**src/rtl/morse_keyer.sv**
```systemverilog
// Morse keyer: sends one character as a keyed on/off stream at UNIT clocks per
// Morse time unit, then a trailing character or word gap, and pulses done.
module morse_keyer #(
  parameter int UNIT = 4
) (
  input  logic       clk_i,
  input  logic       rst_i,
  input  logic       load_i,
  input  logic [2:0] len_i,
  input  logic [4:0] symbols_i,
  input  logic       word_i,
  output logic       key_o,
  output logic       busy_o,
  output logic       done_o
);

  localparam int CW = (UNIT > 1) ? $clog2(UNIT) : 1;
  localparam logic [CW-1:0] CycLast = CW'(UNIT - 1);

  typedef enum logic [1:0] {IDLE, MARK, SPACE, GAP} state_e;

  state_e     state_q, state_d;
  logic [CW-1:0] cyc_q, cyc_d;
  logic [2:0] unit_q, unit_d;
  logic [2:0] idx_q, idx_d;
  logic [2:0] len_q, len_d;
  logic [4:0] sym_q, sym_d;
  logic       word_q, word_d;
  logic       key_q, key_d;
  logic       busy_q, busy_d;
  logic       done_q, done_d;

  logic [2:0] segUnits;
  logic       cycEnd;
  logic       segEnd;

  always_ff @(posedge clk_i) begin
    if (rst_i) begin
      state_q <= IDLE;
      cyc_q   <= '0;
      unit_q  <= '0;
      idx_q   <= '0;
      len_q   <= '0;
      sym_q   <= '0;
      word_q  <= 1'b0;
      key_q   <= 1'b0;
      busy_q  <= 1'b0;
      done_q  <= 1'b0;
    end else begin
      state_q <= state_d;
      cyc_q   <= cyc_d;
      unit_q  <= unit_d;
      idx_q   <= idx_d;
      len_q   <= len_d;
      sym_q   <= sym_d;
      word_q  <= word_d;
      key_q   <= key_d;
      busy_q  <= busy_d;
      done_q  <= done_d;
    end
  end

  // Length in units of the segment currently being timed.
  always_comb begin
    segUnits = 3'd1;
    case (state_q)
      MARK:    segUnits = sym_q[idx_q] ? 3'd3 : 3'd1;
      SPACE:   segUnits = 3'd1;
      GAP:     segUnits = word_q ? 3'd7 : 3'd3;
      default: segUnits = 3'd1;
    endcase
  end

  assign cycEnd = (cyc_q == CycLast);
  assign segEnd = cycEnd && (unit_q == segUnits - 3'd1);

  always_comb begin
    state_d = state_q;
    cyc_d   = cyc_q;
    unit_d  = unit_q;
    idx_d   = idx_q;
    len_d   = len_q;
    sym_d   = sym_q;
    word_d  = word_q;
    done_d  = 1'b0;

    if (state_q == IDLE) begin
      if (load_i && (len_i != 3'd0) && (len_i <= 3'd5)) begin
        len_d   = len_i;
        sym_d   = symbols_i;
        word_d  = word_i;
        idx_d   = '0;
        cyc_d   = '0;
        unit_d  = '0;
        state_d = MARK;
      end
    end else begin
      if (cycEnd) begin
        cyc_d  = '0;
        unit_d = unit_q + 3'd1;
      end else begin
        cyc_d = cyc_q + 1'b1;
      end
      if (segEnd) begin
        unit_d = '0;
        case (state_q)
          MARK:  state_d = (idx_q < len_q - 3'd1) ? SPACE : GAP;
          SPACE: begin
            idx_d   = idx_q + 3'd1;
            state_d = MARK;
          end
          GAP: begin
            state_d = IDLE;
            done_d  = 1'b1;
          end
          default: state_d = IDLE;
        endcase
      end
    end

    // Outputs are registered from the next state so they align with it.
    key_d  = (state_d == MARK);
    busy_d = (state_d != IDLE);
  end

  assign key_o  = key_q;
  assign busy_o = busy_q;
  assign done_o = done_q;

endmodule

```
**config.mk**
```make
export PLATFORM = sky130hd
export DESIGN_NAME = morse_keyer
export DESIGN_NICKNAME = d
export VERILOG_FILES = /design/src/rtl/morse_keyer.sv
export SDC_FILE = /design/constraint.sdc
export NUM_CORES = 1
export LEC_CHECK = 0
export CORE_UTILIZATION = 50
export CTS_BUF_LIST = sky130_fd_sc_hd__clkbuf_8
export DETAILED_ROUTE_END_ITERATION = 10
export PLACE_DENSITY = 0.8
export SYNTH_ARGS = -nofsm -noshare
export SYNTH_HDL_FRONTEND = slang
export SYNTH_SLANG_ARGS = --single-unit
```
**constraint.sdc**
```tcl
create_clock -name clk_i -period 2.35 [get_ports clk_i]
set_input_delay 0.47 -clock clk_i [delete_from_list [all_inputs] [get_ports clk_i]]
set_output_delay 0.47 -clock clk_i [all_outputs]
set_load 0.1 [all_outputs]
```
==> results of run 1 <==
## cells in the final DEF (no fill, tap or decap), drive strengths merged, types with 2 or more instances in the layout
cell type,count
a21oi,12
a31oi,2
buf,6
clkbuf,4
clkdlybuf4s50,11
dfxtp,22
ha,10
inv,7
mux2i,5
nand2,17
nand3,3
nand3b,4
nor2,14
nor2b,2
nor3,3
nor4,2
o21a,3
o21ai,3
or3,2
or3b,2
## Yosys cell counts, types with 2 or more instances
cell type and number:
or3_1 2, nor2b_1 2, inv_1 6, a21oi_1 12, mux2i_1 5, o21a_1 2, o21ai_1 2, nand3b_1 4
nor2_1 14, or3b_1 2, nand3_1 3, dfxtp_1 22, a31oi_1 2, nor3_1 2, nand2_1 17, clkbuf_1 4
ha_1 10
## timing repair
action / 4_1_cts / 5_1_grt
pin swaps: 0 / 1
resized for setup: 1 / 1
setup endpoints to repair: 2 / 5
cloned: 0 / 0
buffers inserted: 1 / 0
## state kept, by name, summed over array words and instances (netlist names)
register	flops
word_q	1
unit_q	3
key_o	1
sym_q	5
busy_o	1
state_q	2
len_q	3
done_o	1
idx_q	3
cyc_q	2
## where the power goes
part | switching [W] | leakage [nW] | internal (W)
clock | 0.000122 | 0.0288 | 0.000149
combinational | 0.000114 | 0.349 | 0.0000673
sequential | 0.0000141 | 0.180 | 0.000394
## per-layer routing
metal | vias to the layer above | GRT usage, % | wire length [µm]
li1 | 498 | - | -
met1 | 472 | 25.1 | 1070
met2 | 26 | 36.4 | 1210
met3 | 7 | 4.55 | 106
met4 | 0 | 10.2 | 58
met5 | - | 0 | 0
## cell families (layout without fill, tap and decap cells)
logic type / Yosys count / after routing / synth area share (%)
muxes: 7 / 7 / 7.41
buffers and inverters: 11 / 28 / 3.49
DFF: 22 / 22 / 37.2
and+or+nand+nor: 54 / 54 / 25.5
xor gates and xnor gates: 2 / 2 / 1.48
AOI/OAI and AO/OA: 26 / 26 / 14.3
adders and majority gates: 10 / 10 / 10.6
## worst register-to-register path: cells and delay by family (launching register included)
kind | cells | cell delay (ns)
compound gates | 2 | 0.50
flops | 1 | 0.39
mux | 2 | 0.87
simple gates | 2 | 0.41
## final cells by class
| class | count | area share [%] |
|---|---|---|
| multi-input combinational | 99 | 49.7 |
| sequential | 22 | 31.1 |
| timing repair buffer | 17 | 10.9 |
| clock buffer | 4 | 3.88 |
| tap | 28 | 2.47 |
| inverter | 7 | 1.85 |
## worst paths after layout
kind / end
worst min-delay path: sym_q[2]$_SDFFE_PP0P_
worst min register to register: sym_q[2]$_SDFFE_PP0P_
worst max-delay path: busy_o$_SDFF_PP0_
worst max register to register: busy_o$_SDFF_PP0_
## metrics by stage
step | util (%) | cell area (µm²)
after floorplan | - | 1180
after global placement | 61.0 | 1350
after detailed placement | 61.0 | 1350
after CTS | 64.1 | 1420
after global routing | 64.1 | 1420
final | 64.1 | 1420
==> results.yml, run 1 <==
detailed_routing:
  drtPass1Iterations: 4
  postRouteWirelength_mm: 2.44
  drc: 0
  final_antenna_net_count: 0
  via_count: 1003
  vias_per_cell: 5.67
  dr.first_iter.drc_count: 31
  wire_per_inst_um: 13.8
layout:
  num-nets-final: 172
  final_cells: 177
  drive_above_1_share_pct: 15.4
  areaGrowthSynthToFinish_pct: 20.0
  fillCellCount: 188
  multi_input_area_um2: 706
  seq_area_um2: 442
  antennaDiodeCount: 0
synthesis:
  yosysSeqAreaShare_pct: 37.2
  synth.ff_latch_count: 22
  synth_cell_types: 38
  yosysTopAreaCell: "dfxtp_1"
  syn-cell-area_um2: 1180
  synth_cells: 132
  yosys_most_used_dff: "dfxtp_1"
  synth_warnings: 0
  async_flop_share_pct: 0
  synth.top_cell.area_share_pct: 37.2
  synth_edf_count: 0
  syn_nets: 154
  synth_area_leaders: "dfxtp_1 37%, ha_1 11%, nand2_1 5.4%"
  syn_area_per_cell_um2: 8.96
setup_path:
  crit_slowest_cell: "mux4_2"
  path_common_cell: "nor3_2"
  cp_top_family: "multiplexers"
  crit_required_ns: 2.53
  reg2reg_from: "idx_q[0]$_SDFFE_PP0P_"
  critical_path_depth: 6
  path_buf_inv: 0
  path_class: "flip-flop to flip-flop"
  critPathMaxStageDelay_ns: 0.52
  worstPathArrival_ns: 2.43
  path_max_fanout: 6
  crit_chain: "mux4_2 > a211oi_2 > nor3_2 > nor3_2 > mux2_4 > o22ai_1"
  rrSetupSlack_ns: 0.11
  cp-end-kind: "flip-flop"
  r2r_cells: 6
  critPathLaunchType: "flip-flop"
  cp-startpoint: "idx_q[0]$_SDFFE_PP0P_"
pwr:
  p_leak_nw: 0.558
  power_w: 0.000860
  powerDensity_nw_per_um2: 606
  ir_drop_uv: 356
floorplan:
  die_y_um: 50.6
  io_pins: 15
  dieArea_um2: 2560
  fp.dieW_um: 50.6
  num_rows: 17
  start_util_pct: 53.5
  core_um2: 2210
timing:
  holdWs_ns: 0.466
  fmax_ghz: 0.446
  postLayoutSetupSlackWorst_ns: 0.106
  report.final.slew_viol_count: 0
  fin_crit_sh_pct: 95.5
  worst_pin_slew_ns: 0.528
  clock_skew_ns: 0.00185
  relSlewSlack_pct: 64.6
  finalSetupViolCount: 0
  rsz0062_at_grt: "no"
  finalWorstPathRequiredPeriod_ns: 2.24
  tns_ns: 0
  hold_violations: 0
clock_tree:
  clk_latency_ns: 0.26
  cts_htree_levels: 1
  cts-root-buf: "clkbuf_8"
  cts.sinks: 22
  cts_buffer_depth: 2
  cts_hold_buf: 0
  cts_buffers: 3
  cts.clk_slew.worst_paths_ns: 0.08
  cts_tree: "built"
place:
  dp.cells: 172
  pre_cts_ws_ns: 0.0143
  place_hpwl_mm: 1.81
  gp_congestion: 0.891
  numPortBuffers: 14
min_path:
  min_path_cells: 2
  min_path_type: "flip-flop to flip-flop"
  min-delay-start: "sym_q[2]$_SDFFE_PP0P_"
grt:
  grt_max_degree: 13
  grt_pass1_vias: 896
  grt_pass1_wl_mm: 4.00
  grt.total_usage_pct: 21.3
  gr-total-overflow: 0
  antenna_found_initial: 0
outcome:
  outcome: "complete, no violations"
job:
  maxCapViolCount: 0
Note: power is estimated with default switching activity, not from simulation.
==> inputs of run 2 (changes only) <==
DONT_BUFFER_PORTS = 1   (was default)
PLACE_DENSITY = 0.72   (was 0.8)
==> run 2 against run 1 <==
Effect of this change:
- total power shrank 3.3%
- count of clock-buffer cells in the layout unchanged
- fmax decreased by 1.3%
- first-iteration DRC count down 29%
==> results.yml, run 2 (same netlist as run 1, synthesis figures left out) <==
setup_path:
  cp-end-kind: "flip-flop"
  r2r_cells: 6
  critPathLaunchType: "flip-flop"
  reg2reg_from: "idx_q[0]$_SDFFE_PP0P_"
  timing.rr.end: "key_o$_SDFF_PP0_"
  critPathMaxStageDelay_ns: 0.54
  rrSetupSlack_ns: 0.08
  worstPathArrival_ns: 2.46
  crit_required_ns: 2.53
  crit_chain: "mux4_2 > a211oi_4 > nor3_4 > nor3_2 > mux2_4 > nor3b_2"
  crit_slowest_cell: "mux4_2"
  path_class: "flip-flop to flip-flop"
  path_max_fanout: 6
floorplan:
  dieArea_um2: 2560
  io_pins: 15
  core_um2: 2210
  die_y_um: 50.6
  start_util_pct: 53.5
  fp.dieW_um: 50.6
  num_rows: 17
detailed_routing:
  via_count: 979
  postRouteWirelength_mm: 2.46
  drc: 0
  wire_per_inst_um: 14.8
  dr.first_iter.drc_count: 22
  vias_per_cell: 5.90
  drtPass1Iterations: 5
  final_antenna_net_count: 0
layout:
  largest_reg_flops: 5
  fillCellCount: 201
  drive_above_1_share_pct: 18.1
  num-nets-final: 161
  seq_area_um2: 442
  antennaDiodeCount: 0
  areaGrowthSynthToFinish_pct: 13.7
  regMostFlops: "sym_q"
  layout_commonest_cell: "dfxtp_1"
  final_cell_mix: "21 x dfxtp_1, 17 x nand2_1, 14 x nor2_1"
  multi_input_area_um2: 741
pwr:
  p_leak_nw: 0.516
  powerDensity_nw_per_um2: 619
  ir_drop_uv: 435
timing:
  fin_crit_sh_pct: 96.8
  rsz0062_at_grt: "no"
  finalWorstPathRequiredPeriod_ns: 2.27
  hold_violations: 0
  fmax_ghz: 0.440
  worst_pin_slew_ns: 0.512
  tns_ns: 0
  finalSetupViolCount: 0
  postLayoutSetupSlackWorst_ns: 0.0764
  holdWs_ns: 0.267
  report.final.slew_viol_count: 0
  clock_skew_ns: 0.00226
  relSlewSlack_pct: 65.4
min_path:
  min-delay-start: "rst_i"
  min_path_type: "input pin to flip-flop"
  holdPathEnd: "idx_q[0]$_SDFFE_PP0P_"
  min_path_cells: 1
clock_tree:
  cts_hold_buf: 0
  cts-root-buf: "clkbuf_8"
  clk_latency_ns: 0.26
  cts.clk_slew.worst_paths_ns: 0.07
  cts_htree_levels: 1
  cts_buffer_depth: 2
  cts_buffers: 3
  cts_tree: "built"
  cts.sinks: 22
grt:
  grt_pass1_wl_mm: 4.13
  grt_max_degree: 22
  antenna_found_initial: 0
  grt.total_usage_pct: 21.5
  gr-total-overflow: 0
  grt_pass1_vias: 992
place:
  gp_congestion: 0.887
  numPortBuffers: 0
  place_hpwl_mm: 1.67
  pre_cts_ws_ns: 0.0311
outcome:
  outcome: "complete, no violations"
job:
  maxCapViolCount: 0
-- run 2: cell types whose count changed in the layout (fill, tap and decap cells not counted), sizes merged --
| cell | before | now |
|---|---|---|
| clkdlybuf4s50 | 11 | 0 |
-- run 2: worst max-delay path by stage --
stage | from | end | slack, ns | cells after the start
2_1_floorplan | idx_q[0]$_SDFFE_PP0P_ | key_o$_SDFF_PP0_ | 0.23 | 6
3_3_place_gp | idx_q[0]$_SDFFE_PP0P_ | key_o$_SDFF_PP0_ | 0.15 | 6
3_5_place_dp | idx_q[0]$_SDFFE_PP0P_ | key_o$_SDFF_PP0_ | 0.03 | 6
4_1_cts | state_q[0]$_SDFF_PP0_ | key_o$_SDFF_PP0_ | 0.03 | 7
5_1_grt | idx_q[0]$_SDFFE_PP0P_ | key_o$_SDFF_PP0_ | 0.02 | 6
6_report | idx_q[0]$_SDFFE_PP0P_ | key_o$_SDFF_PP0_ | 0.08 | 6
-- run 2: final cells by class --
| type | count | area share, % |
|---|---|---|
| timing repair buffer | 6 | 3.35 |
| sequential | 22 | 32.9 |
| clock buffer | 4 | 4.10 |
| multi-input combinational | 99 | 55.1 |
| inverter | 7 | 1.96 |
| tap | 28 | 2.61 |
-- run 2: metrics by stage --
stage / area [µm²] / util (%) / total power, W / std cells
after floorplan: 1180 / - / 0.000541 / 132
after global placement: 1230 / 55.7 / 0.000565 / 160
after detailed placement: 1230 / 55.7 / 0.000570 / 160
after CTS: 1300 / 58.6 / 0.000834 / 164
after global routing: 1340 / 60.7 / 0.000880 / 166
final: 1340 / 60.7 / 0.000832 / 166
-- run 2: critical path, delay by kind of cell, from the launching register on --
family,cells,cell delay [ns]
AND/OR/NAND/NOR,3,0.57
multiplexers,2,0.90
flip-flops,1,0.39
AO/OA/AOI/OAI,1,0.34
-- run 2: what timing repair did --
action,CTS,global route
gates resized for setup,2,6
setup buffers,0,2
setup endpoints to repair,2,2
pin swaps,1,2
-- run 2: metal layers --
metal / routed length [µm] / share of wire [%] / vias up / GRT usage [%]
met1: 1090 / 44 / 466 / 25.8
met4: 63 / 2.6 / 0 / 10.6
met2: 1190 / 48 / 30 / 36.9
li1: - / - / 477 / -
met5: 0 / 0 / - / 0
met3: 119 / 4.8 / 6 / 3.33
-- run 2: power breakdown --
part           leakage (nW)  switching [W]  internal [W]
Combinational         0.308       0.000109     0.0000529
Clock                0.0288       0.000114      0.000149
Sequential            0.180      0.0000127      0.000395
Total                 0.516       0.000236      0.000597
